## src/rtl/glitch_monitor_if.sv

```systemverilog
// Bus bundle between a glitch_monitor and the block that arms it and feeds
// it delay-line ones-count samples.
interface glitch_monitor_if #(
   parameter int Q_WIDTH  = 7,
   parameter int TS_WIDTH = 16
);
   logic                arm;
   logic                stop;
   logic                q_valid;
   logic [Q_WIDTH-1:0]  q_in;
   logic                busy;
   logic                done;
   logic                glitch;
   logic [Q_WIDTH-1:0]  q_min;
   logic [Q_WIDTH-1:0]  q_max;
   logic [TS_WIDTH-1:0] below_cnt;
   logic [TS_WIDTH-1:0] first_ts;
   logic [TS_WIDTH-1:0] n_samples;

   modport master (
      output arm, stop, q_valid, q_in,
      input  busy, done, glitch, q_min, q_max, below_cnt, first_ts, n_samples
   );

   modport slave (
      input  arm, stop, q_valid, q_in,
      output busy, done, glitch, q_min, q_max, below_cnt, first_ts, n_samples
   );
endinterface

```

## src/rtl/glitch_monitor.sv

```systemverilog
// Windowed supply-glitch monitor: while armed, tracks min/max of the
// delay-line ones-count, counts samples at or below THRESH and records the
// window timestamp of the first such sample. Results stay put until re-armed.
module glitch_monitor #(
   parameter int Q_WIDTH  = 7,
   parameter int THRESH   = 15,
   parameter int TS_WIDTH = 16,
   parameter int WINDOW   = 65535
) (
   input  logic            clk,
   input  logic            reset,
   glitch_monitor_if.slave bus
);

   typedef enum logic [1:0] {IDLE, ARMED, DONE} state_t;

   localparam logic [TS_WIDTH-1:0] TS_ONES  = '1;
   localparam logic [TS_WIDTH-1:0] TS_LAST  = TS_WIDTH'(WINDOW - 1);
   localparam logic [31:0]         THRESH_U = 32'(THRESH);

   state_t              r_state;
   logic [TS_WIDTH-1:0] r_ts;
   logic                r_busy;
   logic                r_done;
   logic                r_glitch;
   logic [Q_WIDTH-1:0]  r_q_min;
   logic [Q_WIDTH-1:0]  r_q_max;
   logic [TS_WIDTH-1:0] r_below_cnt;
   logic [TS_WIDTH-1:0] r_first_ts;
   logic [TS_WIDTH-1:0] r_n_samples;

   logic                w_low;
   logic                w_close;

   // Sample-below-threshold and window-close conditions for the current cycle
   always_comb begin
      w_low   = bus.q_valid && ({{(32-Q_WIDTH){1'b0}}, bus.q_in} <= THRESH_U);
      w_close = bus.stop || (r_ts == TS_LAST);
   end

   // Window FSM plus accumulators; first_ts all-ones means "no glitch yet"
   always_ff @(posedge clk) begin
      if (reset) begin
         r_state     <= IDLE;
         r_ts        <= '0;
         r_busy      <= 1'b0;
         r_done      <= 1'b0;
         r_glitch    <= 1'b0;
         r_q_min     <= '1;
         r_q_max     <= '0;
         r_below_cnt <= '0;
         r_first_ts  <= '1;
         r_n_samples <= '0;
      end else begin
         case (r_state)
            IDLE: begin
               r_done <= 1'b0;
               if (bus.arm) begin
                  r_state     <= ARMED;
                  r_busy      <= 1'b1;
                  r_ts        <= '0;
                  r_glitch    <= 1'b0;
                  r_q_min     <= '1;
                  r_q_max     <= '0;
                  r_below_cnt <= '0;
                  r_first_ts  <= '1;
                  r_n_samples <= '0;
               end
            end
            ARMED: begin
               r_ts <= r_ts + 1'b1;
               if (bus.q_valid) begin
                  if (r_n_samples != TS_ONES) r_n_samples <= r_n_samples + 1'b1;
                  if (bus.q_in < r_q_min) r_q_min <= bus.q_in;
                  if (bus.q_in > r_q_max) r_q_max <= bus.q_in;
               end
               if (w_low) begin
                  r_glitch <= 1'b1;
                  if (r_below_cnt != TS_ONES) r_below_cnt <= r_below_cnt + 1'b1;
                  if (r_first_ts == TS_ONES) r_first_ts <= r_ts;
               end
               if (w_close) begin
                  r_state <= DONE;
                  r_busy  <= 1'b0;
                  r_done  <= 1'b1;
               end
            end
            DONE: begin
               r_state <= IDLE;
               r_done  <= 1'b0;
            end
            default: begin
               r_state <= IDLE;
               r_busy  <= 1'b0;
               r_done  <= 1'b0;
            end
         endcase
      end
   end

   assign bus.busy      = r_busy;
   assign bus.done      = r_done;
   assign bus.glitch    = r_glitch;
   assign bus.q_min     = r_q_min;
   assign bus.q_max     = r_q_max;
   assign bus.below_cnt = r_below_cnt;
   assign bus.first_ts  = r_first_ts;
   assign bus.n_samples = r_n_samples;

endmodule

```

## src/flat_wrapper.sv

```systemverilog
// flat-port wrapper written by rule: the top's interface ports become plain ports
module glitch_monitor_flat 
#(
   parameter int Q_WIDTH  = 7,
   parameter int THRESH   = 15,
   parameter int TS_WIDTH = 16,
   parameter int WINDOW   = 65535
)
  (clk, reset, bus_arm, bus_stop, bus_q_valid, bus_q_in, bus_busy, bus_done, bus_glitch, bus_q_min, bus_q_max, bus_below_cnt, bus_first_ts, bus_n_samples);
  glitch_monitor_if #(.Q_WIDTH(Q_WIDTH), .TS_WIDTH(TS_WIDTH)) bus_i ();
  input  logic clk;
  input  logic reset;
  input wire logic [$bits(bus_i.arm)-1:0] bus_arm;
  input wire logic [$bits(bus_i.stop)-1:0] bus_stop;
  input wire logic [$bits(bus_i.q_valid)-1:0] bus_q_valid;
  input wire logic [$bits(bus_i.q_in)-1:0] bus_q_in;
  output wire logic [$bits(bus_i.busy)-1:0] bus_busy;
  output wire logic [$bits(bus_i.done)-1:0] bus_done;
  output wire logic [$bits(bus_i.glitch)-1:0] bus_glitch;
  output wire logic [$bits(bus_i.q_min)-1:0] bus_q_min;
  output wire logic [$bits(bus_i.q_max)-1:0] bus_q_max;
  output wire logic [$bits(bus_i.below_cnt)-1:0] bus_below_cnt;
  output wire logic [$bits(bus_i.first_ts)-1:0] bus_first_ts;
  output wire logic [$bits(bus_i.n_samples)-1:0] bus_n_samples;
  assign bus_i.arm = bus_arm;
  assign bus_i.stop = bus_stop;
  assign bus_i.q_valid = bus_q_valid;
  assign bus_i.q_in = bus_q_in;
  assign bus_busy = bus_i.busy;
  assign bus_done = bus_i.done;
  assign bus_glitch = bus_i.glitch;
  assign bus_q_min = bus_i.q_min;
  assign bus_q_max = bus_i.q_max;
  assign bus_below_cnt = bus_i.below_cnt;
  assign bus_first_ts = bus_i.first_ts;
  assign bus_n_samples = bus_i.n_samples;
  glitch_monitor #(.Q_WIDTH(Q_WIDTH), .THRESH(THRESH), .TS_WIDTH(TS_WIDTH), .WINDOW(WINDOW)) u_core (.clk(clk), .reset(reset), .bus(bus_i));
endmodule
```

## config.mk

```make
export PLATFORM = sky130hd
export DESIGN_NAME = glitch_monitor_flat
export DESIGN_NICKNAME = d
export VERILOG_FILES = /design/src/rtl/glitch_monitor_if.sv /design/src/rtl/glitch_monitor.sv /design/src/flat_wrapper.sv
export SDC_FILE = /design/constraint.sdc
export NUM_CORES = 1
export LEC_CHECK = 0
export ABC_AREA = 1
export BUFFER_PORTS_ARGS = -buffer_cell sky130_fd_sc_hd__buf_2
export CAP_MARGIN = 25
export CORE_UTILIZATION = 57
export CTS_CLUSTER_SIZE = 28
export DETAILED_ROUTE_END_ITERATION = 16
export GPL_TIMING_DRIVEN = 0
export PLACE_DENSITY = 0.83
export SYNTH_ARGS = -nofsm -noshare
export SYNTH_HDL_FRONTEND = slang
export SYNTH_SLANG_ARGS = --single-unit
```

## constraint.sdc

```tcl
create_clock -name clk -period 1.74 [get_ports clk]
set_input_delay 0.174 -clock clk [delete_from_list [all_inputs] [get_ports clk]]
set_output_delay 0.174 -clock clk [all_outputs]
set_load 0.05 [all_outputs]
```

# == Word level (Yosys, flattened, before mapping) ==
# Index checks and enable logic that the tools add are counted.
# totals
elab_cells,76
in_bits,12
regBits,83
# classes
addsub,3
muxes,29
reduce_logical,14
n_bitwise,2
eq_ne,15
magnitude_cmp,3
# op_table
cell,n
$mux 16,8
$pmux 16 s2,4
$add 16x1->16 const B,3
$mux 7,6
$eq 16x16->1 const B,2
$ne 16x16->1 const B,2
$pmux 7 s2,2
$reduce_and 4->1,5
$ne 2x1->1 const B,7
$gt 7x7->1,1
$le 7x4->1 const B,1
$lt 7x7->1,1
$reduce_and 3->1,2
$mux 1,4
$mux 2,2
$ne 2x2->1 const B,2
$pmux 2 s2,1
$reduce_and 2->1,2
$pmux 1 s3,1
$eq 2x1->1 const B,1
$eq 2x2->1 const B,1
$logic_not 2->1,1
$not 1->1,2
$pmux 1 s2,1
4 further kinds,4

# == Logic depth before layout (Yosys ltp) ==
# Gate-level depths: netlist of the first run.
# logic_depth
depth_word,4
ltp_mapped,13
ltp_nobuf,13

# == Worst setup path before layout of the first run ==
# OpenSTA, ideal clock, no wires.
# synth_timing
kind,reg2reg
from,reg u_core.r_n_samples[0] (netlist: u_core.bus.n_samples[0])
to,reg u_core.r_n_samples[14] (netlist: u_core.bus.n_samples[14])
period_less_slack_ps,1961
setup_slack_ps,-221
stages_incl_launch_ff,12
arrival_time_ps,1833
path_cell_list,dfxtp_1 -> ha_1 -> nand2_1 -> inv_1 -> nand2_2 -> nor2_4 -> nand3b_4 -> nand2_4 -> buf_6 -> nor2_1 -> nor2_1 -> nor2_1
# synth_between
elab_chain_cells,4
word_cells_on_any_way,7
cone_classes,add/sub: 1; eq/ne: 2; mux: 3; reduce/logical: 1
# synth_lines
element,line,rtl
from (decl),glitch_monitor.sv:30,logic [TS_WIDTH-1:0] r_n_samples;
from (signal assigned),glitch_monitor.sv:73,if (r_n_samples != TS_ONES) r_n_samples <= r_n_samples + 1'b1;
$add 16x1->16,glitch_monitor.sv:73,
$mux 16,glitch_monitor.sv:73,
$mux 16,glitch_monitor.sv:72,if (bus.q_valid) begin
$pmux 16 s2,glitch_monitor.sv:55,case (r_state)
# Parallel ways exist; a longest one is shown, timed or not. The select of a mux whose other input is x is not followed.
# A chain may end at the register's enable or synchronous reset.

# == Worst setup path in the final report of the first run ==
# layout_timing
from,reg u_core.r_q_min[2] (netlist: u_core.bus.q_min[2])
to,reg u_core.r_q_min[2] (netlist: u_core.bus.q_min[2])
# layout_between
elab_chain_cells,3
# layout_lines
element,line,rtl
from (decl),glitch_monitor.sv:26,logic [Q_WIDTH-1:0] r_q_min;
from (signal assigned),glitch_monitor.sv:74,if (bus.q_in < r_q_min) r_q_min <= bus.q_in;
$lt 7x7->1,glitch_monitor.sv:74,
$ne 2x1->1 (no source line),--,
$reduce_and 4->1 (no source line),--,
# Every way passes these cells.

==> results.sh, run 1 <==
export IMPL_synthArstFlopShare_pct=0
export IMPL_drive_gt1_share_pct=23.06
export IMPL_grt_use_met1_pct=37.62
export IMPL_h_tree_depth=3
export IMPL_floorplan_initialDensity_pct=59.65
export IMPL_ios=77
export IMPL_whs_ns=0.1680
export IMPL_drt_iter0_drc=383
export IMPL_cts_tree="yes"
export IMPL_diodes=0
export IMPL_cp_arrival_ns=1.94
export IMPL_seq_area_frac_synth_pct=35.68
export IMPL_die_w_um=92.39
export IMPL_use_met3_pct=4.269
export IMPL_multi_input_area_sq_um=2678
export IMPL_hold_viol_final=0
export IMPL_antenna_left=0
export IMPL_antenna_found_initial=0
export IMPL_synth_fp_nets=740
export IMPL_met2_usage_pct=49.26
export IMPL_vias=5034
export IMPL_worst_setup_path_end_kind="flop"
export IMPL_leakage_nw=2.561
export IMPL_hold_path_class="in2reg"
export IMPL_regArea_sq_um=1720
export IMPL_worstMarginPinSlew_ns=0.5753
export IMPL_cts_sinks=83
export IMPL_dieArea_sq_um=8536
export IMPL_final_common_cell="nand2_1"
export IMPL_grt_overflow=0
export IMPL_first_pass_iters=5
export IMPL_setup_viol=0
export IMPL_gp_congestion=0.9393
export IMPL_fin_crit_ns=1.718
export IMPL_p_per_area_nw_per_um2=824.2
export IMPL_timing_clock_skew_ns=0.01021
export IMPL_root_buffer="clkbuf_8"
export IMPL_final_cell_mix="nand2_1 (162), nor2_1 (114), inv_1 (83)"
export IMPL_slew_headroom_pct=61.65
export IMPL_synth_top_area_cell="dfxtp_1"
export IMPL_synth_cell_type_count=35
export IMPL_grt_setup_unrepaired="yes"
export IMPL_clockBufferDepth=2
export IMPL_path_clk_slew_ns=0.09
export IMPL_area_growth_pct=20.80
export IMPL_drt_total_wl_mm=12.77
export IMPL_route_detailed_drc=0
export IMPL_fmax_mhz=582.2
export IMPL_min_period_over_period_pct=98.72
export IMPL_post_synth_inst_count=711
export IMPL_final_nets=835
export IMPL_grt_pass1_wl_mm=20.33
export IMPL_synth_flop_cell="dfxtp_1"
export IMPL_die_h_um=92.39
export IMPL_synth_edff_count=0
export IMPL_startpoint_type="flop"
export IMPL_synth_top_area_share_pct=35.68
export IMPL_status="complete, no violations"
export IMPL_postSynthAreaPerCell_sq_um=6.550
export IMPL_n_fill_cell=663
export IMPL_slew_violations=0
export IMPL_portBuffers=75
export IMPL_synthTopCellsByArea="dfxtp_1 (36%), nand2_1 (14%), nor2_1 (9.3%), nand3_1 (7.4%), inv_1 (6.7%)"
export IMPL_peakVddDrop_mv=0.4359
export IMPL_synth_seq_cells=83
export IMPL_fin_total_pwr_w=0.004636
export IMPL_row_count=32
export IMPL_max_cap_violations=0
export IMPL_grt_pass1_vias=4453
export IMPL_ys_warn_count=0
export IMPL_viasPerCell=5.514
export IMPL_syn_area_sq_um=4657
export IMPL_track_usage_pct=29.58
export IMPL_core_area_sq_um=7807
export IMPL_dp_hpwl_mm=9.206
export IMPL_clk_insertion_delay_late_ns=0.37
export IMPL_grt_start_max_net_pins=16
export IMPL_worst_setup_path_type="reg2reg"
export IMPL_path_max_fanout=8
export IMPL_routedWlPerCell_um=13.99
export IMPL_critPathRequiredTime_ns=1.96
export IMPL_grt_busiest_layer="met2"
export IMPL_numCtsBuffers=9
## Yosys cell counts (all sizes together), types with 2 or more instances
cell type / count
buf: 9
a211oi: 2
nor2: 123
o21bai: 5
nand4: 22
nand3b: 2
o31ai: 2
ha: 17
xor2: 8
nand2: 178
a22oi: 2
inv: 86
dfxtp: 83
clkbuf: 11
or2: 4
nand3: 71
o21ai: 27
nor3: 8
a21oi: 48
## through the flow
| stage | setup TNS, ns | worst slack [ns] | util (%) | std cells | cell area (sq um) |
|---|---|---|---|---|---|
| 2_1_floorplan | -0.006551 | -0.006551 | - | 711 | 4712 |
| 3_3_place_gp | -1.100 | -0.1233 | 66.79 | 888 | 5215 |
| 3_5_place_dp | -1.621 | -0.1384 | 66.79 | 888 | 5215 |
| 4_1_cts | 0 | 0.03940 | 70.58 | 909 | 5510 |
| 5_1_grt | -1.430 | -0.09296 | 72.05 | 913 | 5625 |
| 6_report | 0 | 0.02232 | 72.05 | 913 | 5625 |
## registers in the layout, indices dropped and copies added (netlist names)
name	cells
u_core.bus.n_samples	16
u_core.r_ts	16
u_core.bus.done	1
u_core.bus.q_max	7
u_core.bus.busy	1
u_core.bus.first_ts	16
u_core.r_state	2
u_core.bus.glitch	1
u_core.bus.below_cnt	16
u_core.bus.q_min	7
## cell type report
type | instances | share of cell area [%]
plain buffers | 20 | 1.957
clock buffers | 10 | 2.447
flip-flops and latches | 83 | 30.58
clock inverters | 6 | 1.268
multi-input cells | 522 | 47.60
inverters | 86 | 5.783
repair buffers | 84 | 8.096
well taps | 102 | 2.269
## routing by layer
metal,vias up,wire length [um]
li1,2488,-
met1,2324,5409
met2,197,6219
met3,25,891
met4,0,252
met5,-,0
## path summary, 6_finish.rpt
path                                    startpoint                                to  slack [ns]  cells past startpoint
setup / recovery  u_core.bus.q_min[2]$_SDFFE_PP1P_  u_core.bus.q_min[2]$_SDFFE_PP1P_        0.02                      8
hold / removal                         bus_q_in[0]  u_core.bus.q_max[0]$_SDFFE_PP0P_        0.17                      5
setup reg to reg  u_core.bus.q_min[2]$_SDFFE_PP1P_  u_core.bus.q_min[2]$_SDFFE_PP1P_        0.02                      8
hold reg to reg   u_core.bus.q_min[3]$_SDFFE_PP1P_  u_core.bus.q_min[3]$_SDFFE_PP1P_        0.48                      2
## what timing repair did
| item | in CTS | in global routing |
|---|---|---|
| hold buffers | 0 | 0 |
| setup endpoints to repair | 30 | 56 |
| pin swaps | 2 | 6 |
| buffers inserted | 5 | 4 |
| resized for setup | 12 | 24 |
## where the power goes
group,leakage [nW],total (W),switching [W],internal (W)
sequential,0.688,0.00206,0.0000699,0.00199
combinational,1.77,0.00110,0.000786,0.000309
clock,0.0995,0.00148,0.000762,0.000715
## critical path, stage by stage, from the launching register on
cell      delay [ns]
dfxtp_2         0.35
inv_1           0.05
ha_1            0.32
a21oi_1         0.20
a21oi_2         0.10
o21bai_4        0.27
nand2_4         0.11
nand2_1         0.09
nand3_1         0.07
## logic make-up (layout without fill, tap and decap cells)
family	count (synthesis)	count (layout)	share of synthesized area [%]
DFF	83	83	35.68
buffers and inverters	106	206	9.162
and+or+nand+nor	408	408	38.55
xor gates and xnor gates	9	9	1.693
AOI/OAI and AO/OA	88	88	10.34
adders and majority gates	17	17	4.567
Note: power is estimated with default switching activity, not from simulation.
==> run 2: changes to the inputs <==
==> constraint.sdc (replaced) <==
create_clock -name clk -period 1.74 [get_ports clk]
set_input_delay 0 -clock clk [delete_from_list [all_inputs] [get_ports clk]]
set_output_delay 0 -clock clk [all_outputs]
set_load 0.05 [all_outputs]
==> run 2 against run 1 <==
Global-route usage barely moved. Maximum frequency barely moved. Die area did not move. Worst hold slack got worse by 0.14 ns. Largest cell class unchanged. Non-clock buffer count rose by 1. Cell count rose by 0.11%. Via count fell by 0.22%.
==> results.sh, run 2 (same netlist as run 1, synthesis figures left out) <==
export IMPL_hold_viol_final=0
export IMPL_cts_tree="yes"
export IMPL_first_pass_iters=5
export IMPL_min_delay_path_depth=5
export IMPL_area_growth_pct=21.01
export IMPL_drt_total_wl_mm=12.73
export IMPL_routedWlPerCell_um=13.93
export IMPL_vias=5023
export IMPL_grt_pass1_wl_mm=20.34
export IMPL_numCtsBuffers=9
export IMPL_drt_iter0_drc=331
export IMPL_cpPeakStageDelay_ns=0.35
export IMPL_timing_clock_skew_ns=0.01047
export IMPL_dieArea_sq_um=8536
export IMPL_path_clk_slew_ns=0.09
export IMPL_r2r_end="u_core.bus.q_min[2]$_SDFFE_PP1P_"
export IMPL_status="complete, no violations"
export IMPL_fin_crit_ns=1.717
export IMPL_track_usage_pct=29.60
export IMPL_cp_slowest_cell="dfxtp_2"
export IMPL_min_period_over_period_pct=98.68
export IMPL_grt_pass1_vias=4457
export IMPL_portBuffers=75
export IMPL_whs_ns=0.02638
export IMPL_setup_tns_ns=0
export IMPL_die_w_um=92.39
export IMPL_grt_setup_unrepaired="yes"
export IMPL_path_max_fanout=8
export IMPL_final_util_pct=72.18
export IMPL_critPathRequiredTime_ns=1.96
export IMPL_gp_congestion=0.9393
export IMPL_dp_hpwl_mm=9.206
export IMPL_diodes=0
export IMPL_viasPerCell=5.496
export IMPL_cts_sinks=83
export IMPL_final_cell_mix="nand2_1 (162), nor2_1 (114), inv_1 (83)"
export IMPL_route_detailed_drc=0
export IMPL_leakage_nw=2.565
export IMPL_row_count=32
export IMPL_core_area_sq_um=7807
export IMPL_final_common_cell="nand2_1"
export IMPL_crit_buf_inv=1
export IMPL_critical_path_top_delay_family="compound AO/OA/AOI/OAI gates"
export IMPL_holdPathEnd="u_core.bus.q_max[1]$_SDFFE_PP0P_"
export IMPL_antenna_left=0
export IMPL_grt_start_max_net_pins=16
export IMPL_root_buffer="clkbuf_8"
export IMPL_worstMarginPinSlew_ns=0.5915
export IMPL_max_cap_violations=0
export IMPL_worstPathCellList="inv_1 > ha_1 > a21oi_1 > a21oi_2 > o21bai_4 > nand2_4 > nand2_1 > nand3_1"
export IMPL_clockBufferDepth=2
export IMPL_clk_insertion_delay_late_ns=0.37
export IMPL_drive_gt1_share_pct=23.03
export IMPL_final_nets=836
export IMPL_setup_viol=0
export IMPL_rr_worst_depth=8
export IMPL_hold_path_class="in2reg"
export IMPL_peakVddDrop_mv=0.4359
export IMPL_h_tree_depth=3
export IMPL_die_h_um=92.39
export IMPL_r2r_start="u_core.bus.q_min[2]$_SDFFE_PP1P_"
export IMPL_antenna_found_initial=0
export IMPL_slew_headroom_pct=60.57
export IMPL_worst_r2r_setup_slack_ns=0.02
export IMPL_worst_setup_path_end_kind="flop"
export IMPL_worstHoldStart="bus_q_in[1]"
export IMPL_grt_overflow=0
export IMPL_ios=77
export IMPL_worst_setup_path_type="reg2reg"
export IMPL_startpoint_type="flop"
export IMPL_p_per_area_nw_per_um2=822.5
export IMPL_slew_violations=0
export IMPL_cp_arrival_ns=1.94
export IMPL_fmax_mhz=582.4
export IMPL_floorplan_initialDensity_pct=59.65
## run 2: changes by cell type in the layout (fill, tap and decap cells not counted), sizes merged
cell,previous run,this run
dlygate4sd3,0,1
## run 2: report_power, final
group | internal [W] | switching (W) | leakage [nW] | total [W]
Combinational | 0.000311 | 0.000786 | 1.78 | 0.00110
Sequential | 0.00199 | 0.0000695 | 0.688 | 0.00206
Clock | 0.000715 | 0.000759 | 0.0995 | 0.00147
## run 2: layout make-up
| cell class | instances | area (sq um) |
|---|---|---|
| Buffer | 20 | 110.1 |
| Clock buffer | 10 | 137.6 |
| Clock inverter | 6 | 71.32 |
| Fill cell | 660 | 2172 |
| Inverter | 86 | 325.3 |
| Multi-Input combinational cell | 522 | 2678 |
| Sequential cell | 83 | 1720 |
| Tap cell | 102 | 127.6 |
| Timing Repair Buffer | 85 | 465.4 |
## run 2: worst max-delay path by stage
stage	start	endpoint	slack [ns]	cells after the start
global placement	u_core.r_state[1]$_SDFFE_PP0P_	u_core.bus.first_ts[0]$_SDFFE_PP1P_	-0.12	8
finish	u_core.bus.q_min[2]$_SDFFE_PP1P_	u_core.bus.q_min[2]$_SDFFE_PP1P_	0.02	8
CTS	u_core.r_state[0]$_SDFFE_PP0P_	u_core.bus.first_ts[10]$_SDFFE_PP1P_	0.04	8
global route	u_core.r_state[1]$_SDFFE_PP0P_	u_core.bus.first_ts[14]$_SDFFE_PP1P_	-0.09	9
floorplan	u_core.bus.n_samples[0]$_SDFFE_PP0P_	u_core.bus.n_samples[14]$_SDFFE_PP0P_	-0.007	11
detailed placement	u_core.bus.q_max[6]$_SDFFE_PP0P_	u_core.bus.q_max[6]$_SDFFE_PP0P_	-0.14	12
## run 2: worst register-to-register path: stages (launching register included)
cell      delay [ns]
dfxtp_2         0.35
inv_1           0.05
ha_1            0.32
a21oi_1         0.20
a21oi_2         0.10
o21bai_4        0.27
nand2_4         0.12
nand2_1         0.09
nand3_1         0.07
## run 2: what timing repair did
| item | in CTS | in global routing |
|---|---|---|
| gates resized for setup | 12 | 24 |
| endpoints found under the hold margin | 1 | 0 |
| hold buffers | 1 | 0 |
| buffers inserted | 5 | 4 |
| pin swaps | 2 | 6 |
| endpoints found under the setup margin | 30 | 56 |
## run 2: stage by stage
stage	total power (W)	instance area, sq um	setup slack [ns]	cells
floorplan	0.002836	4712	-0.006551	711
global placement	0.003059	5215	-0.1233	888
detailed placement	0.003087	5215	-0.1384	888
CTS	0.004572	5520	0.03940	910
global route	0.004815	5635	-0.09296	914
finish	0.004635	5635	0.02293	914
## run 2: layer usage
layer	up-vias	part of all wire, %	routed length [um]	track usage, %
met2	183	49	6207	49.32
met5	-	0	0	0
met1	2328	43	5437	37.62
li1	2485	-	-	-
met3	27	6.4	816	4.269
met4	0	2.1	269	13.80
==> run 3: changes to the inputs <==
--- a/config.mk
+++ b/config.mk
@@ -8,11 +8,13 @@
 export ABC_AREA = 1
 export BUFFER_PORTS_ARGS = -buffer_cell sky130_fd_sc_hd__buf_2
 export CAP_MARGIN = 25
-export CORE_UTILIZATION = 57
+export CELL_PAD_IN_SITES_DETAIL_PLACEMENT = 1
+export CELL_PAD_IN_SITES_GLOBAL_PLACEMENT = 1
+export CORE_UTILIZATION = 40
 export CTS_CLUSTER_SIZE = 28
 export DETAILED_ROUTE_END_ITERATION = 16
 export GPL_TIMING_DRIVEN = 0
-export PLACE_DENSITY = 0.83
+export PLACE_DENSITY = 0.82
 export SYNTH_ARGS = -nofsm -noshare
 export SYNTH_HDL_FRONTEND = slang
 export SYNTH_SLANG_ARGS = --single-unit
==> run 3 against run 2 <==
Power increased by 10%. Routed wire length increased by 25%. Critical endpoint is now u_core.bus.q_min[5]$_SDFFE_PP1P_. Highest routed layer unchanged. Sequential share of layout area decreased by 1.4 points. Largest cell class unchanged. Largest power group unchanged. First-iteration DRC count decreased by 36%. Worst hold slack improved by 0.012 ns. Setup slack got worse by 0.010 ns.
==> results.sh, run 3 (same netlist as run 1, synthesis figures left out) <==
export IMPL_fmax_mhz=579.0
export IMPL_antenna_found_initial=0
export IMPL_slew_headroom_pct=54.08
export IMPL_drt_total_wl_mm=15.92
export IMPL_fin_area_sq_um=5908
export IMPL_hold_viol_final=0
export IMPL_min_delay_path_depth=5
export IMPL_top_layer_used="met4"
export IMPL_worst_setup_path_type="reg2reg"
export IMPL_multi_input_area_sq_um=2754
export IMPL_p_per_area_nw_per_um2=865.3
export IMPL_rr_worst_depth=10
export IMPL_track_usage_pct=26.93
export IMPL_grt_setup_unrepaired="yes"
export IMPL_path_max_fanout=5
export IMPL_n_fill_cell=1531
export IMPL_regArea_sq_um=1719
export IMPL_pre_cts_ws_ns=-0.2758
export IMPL_place_area_sq_um=5266
export IMPL_portBuffers=75
export IMPL_slew_violations=0
export IMPL_p_sw_w=0.001720
export IMPL_r2r_start="u_core.bus.q_min[6]$_SDFFE_PP1P_"
export IMPL_clk_insertion_delay_late_ns=0.35
export IMPL_cpPeakStageDelay_ns=0.36
export IMPL_worst_r2r_setup_slack_ns=0.01
export IMPL_worst_setup_path_end_kind="flop"
export IMPL_row_count=39
export IMPL_final_cell_mix="nand2_1 (159), nor2_1 (111), inv_1 (80)"
export IMPL_worstMarginPinSlew_ns=0.6889
export IMPL_holdPathEnd="u_core.bus.q_max[0]$_SDFFE_PP0P_"
export IMPL_met1Wirelength_mm=6.911
export IMPL_dieArea_sq_um=12080
export IMPL_path_clk_slew_ns=0.06
export IMPL_gp_congestion=0.8732
export IMPL_grt_pass1_wl_mm=24.70
export IMPL_max_cap_violations=0
export IMPL_min_period_over_period_pct=99.26
export IMPL_cts_tree="yes"
export IMPL_setup_viol=0
export IMPL_diodes=0
export IMPL_crit_buf_inv=3
export IMPL_fin_crit_ns=1.727
export IMPL_root_buffer="clkbuf_16"
export IMPL_final_common_cell="nand2_1"
export IMPL_final_util_pct=51.96
export IMPL_critical_path_top_delay_family="flip-flops"
export IMPL_p_int_w=0.003392
export IMPL_peakVddDrop_mv=0.5103
export IMPL_cp_slowest_cell="dfxtp_4"
export IMPL_die_w_um=109.9
export IMPL_cts_sinks=83
export IMPL_vias=5114
export IMPL_dp_hpwl_mm=11.48
export IMPL_h_tree_depth=3
export IMPL_fin_ws_ns=0.01285
export IMPL_drt_iter0_drc=212
export IMPL_grt_start_max_net_pins=14
export IMPL_routedWlPerCell_um=16.62
export IMPL_route_detailed_drc=0
export IMPL_clockBufferDepth=2
export IMPL_die_h_um=109.9
export IMPL_worstPathCellList="inv_1 > ha_1 > nand2_1 > inv_1 > nand3_1 > a21oi_2 > o21bai_4 > buf_12 > nand3_1 > nand3_1"
export IMPL_hold_path_class="in2reg"
export IMPL_numCtsBuffers=9
export IMPL_grt_overflow=0
export IMPL_share_comb_of_total_power_pct=23.3
export IMPL_crit_path_frequent_cell="nand3_1"
export IMPL_area_growth_pct=26.87
export IMPL_drive_gt1_share_pct=24.91
export IMPL_grt_pass1_vias=5082
export IMPL_leakage_nw=2.639
export IMPL_status="complete, no violations"
export IMPL_floorplan_initialDensity_pct=40.96
export IMPL_clkPwrFrac_pct=36.2
export IMPL_startpoint_type="flop"
export IMPL_ios=77
export IMPL_cp_arrival_ns=1.93
export IMPL_viasPerCell=5.338
export IMPL_antenna_left=0
export IMPL_route_met3_wl_um=540
export IMPL_critPathRequiredTime_ns=1.94
export IMPL_first_pass_iters=4
export IMPL_worstHoldStart="bus_q_in[0]"
export IMPL_final_nets=840
export IMPL_power_frac_seq_pct=40.5
export IMPL_core_area_sq_um=11370
export IMPL_r2r_end="u_core.bus.q_min[5]$_SDFFE_PP1P_"
export IMPL_timing_clock_skew_ns=0.007123
export IMPL_swShare_pct=33.65
export IMPL_wl_met2_mm=8.144
run 3: cell type report:
cell class	instances	area share, %
clock buffer	12	4.341
clock inverter	3	0.3812
buffer	20	2.224
inverter	86	5.548
multi-input combinational	522	46.61
tap	143	3.028
timing repair buffer	89	8.767
sequential	83	29.10
run 3: repair_timing:
item | CTS | global route
pin swaps | 4 | 15
resized for setup | 23 | 41
buffers inserted | 4 | 10
hold buffers | 0 | 0
endpoints found under the setup margin | 64 | 63
run 3: how the worst max path moves through the flow:
stage | startpoint | endpoint | slack [ns] | depth (start not counted)
after detailed placement | u_core.r_state[1]$_SDFFE_PP0P_ | u_core.bus.first_ts[0]$_SDFFE_PP1P_ | -0.28 | 8
after global placement | u_core.r_state[1]$_SDFFE_PP0P_ | u_core.bus.first_ts[0]$_SDFFE_PP1P_ | -0.24 | 8
after global routing | u_core.bus.q_min[6]$_SDFFE_PP1P_ | u_core.bus.q_min[1]$_SDFFE_PP1P_ | -0.08 | 10
after floorplan | u_core.bus.n_samples[0]$_SDFFE_PP0P_ | u_core.bus.n_samples[14]$_SDFFE_PP0P_ | -0.007 | 11
final | u_core.bus.q_min[6]$_SDFFE_PP1P_ | u_core.bus.q_min[5]$_SDFFE_PP1P_ | 0.01 | 10
after CTS | u_core.bus.n_samples[0]$_SDFFE_PP0P_ | u_core.bus.n_samples[5]$_SDFFE_PP0P_ | 0.004 | 12
run 3: power by group through the flow:
stage / clock (W) / sequential, W / combinational [W]
3_3_place_gp: 0 / 0.00210 / 0.000982
6_report: 0.00185 / 0.00207 / 0.00119
5_1_grt: 0.00195 / 0.00208 / 0.00129
2_1_floorplan: 0 / 0.00239 / 0.000446
3_5_place_dp: 0 / 0.00211 / 0.00102
4_1_cts: 0.00188 / 0.00207 / 0.00108
run 3: stage by stage:
stage          power (W)  hold slack [ns]    TNS, ns  instances
2_1_floorplan   0.002836           0.2199  -0.006551        711
3_3_place_gp    0.003086           0.3610     -2.933        929
3_5_place_dp    0.003132           0.4019     -5.970        929
4_1_cts         0.005034          0.03921          0        948
5_1_grt         0.005322          0.06112    -0.5599        958
6_report        0.005113          0.03887          0        958
run 3: metal layers:
metal | vias to the layer above | GRT usage, %
li1 | 2503 | -
met1 | 2502 | 31.53
met2 | 86 | 48.57
met3 | 23 | 5.039
met4 | 0 | 9.619
met5 | - | 0
run 3: worst min-delay path, stage by stage:
cell     delay, ns
buf_2         0.11
nand2_1       0.06
nand3_1       0.07
nand2_1       0.06
nor2_1        0.03
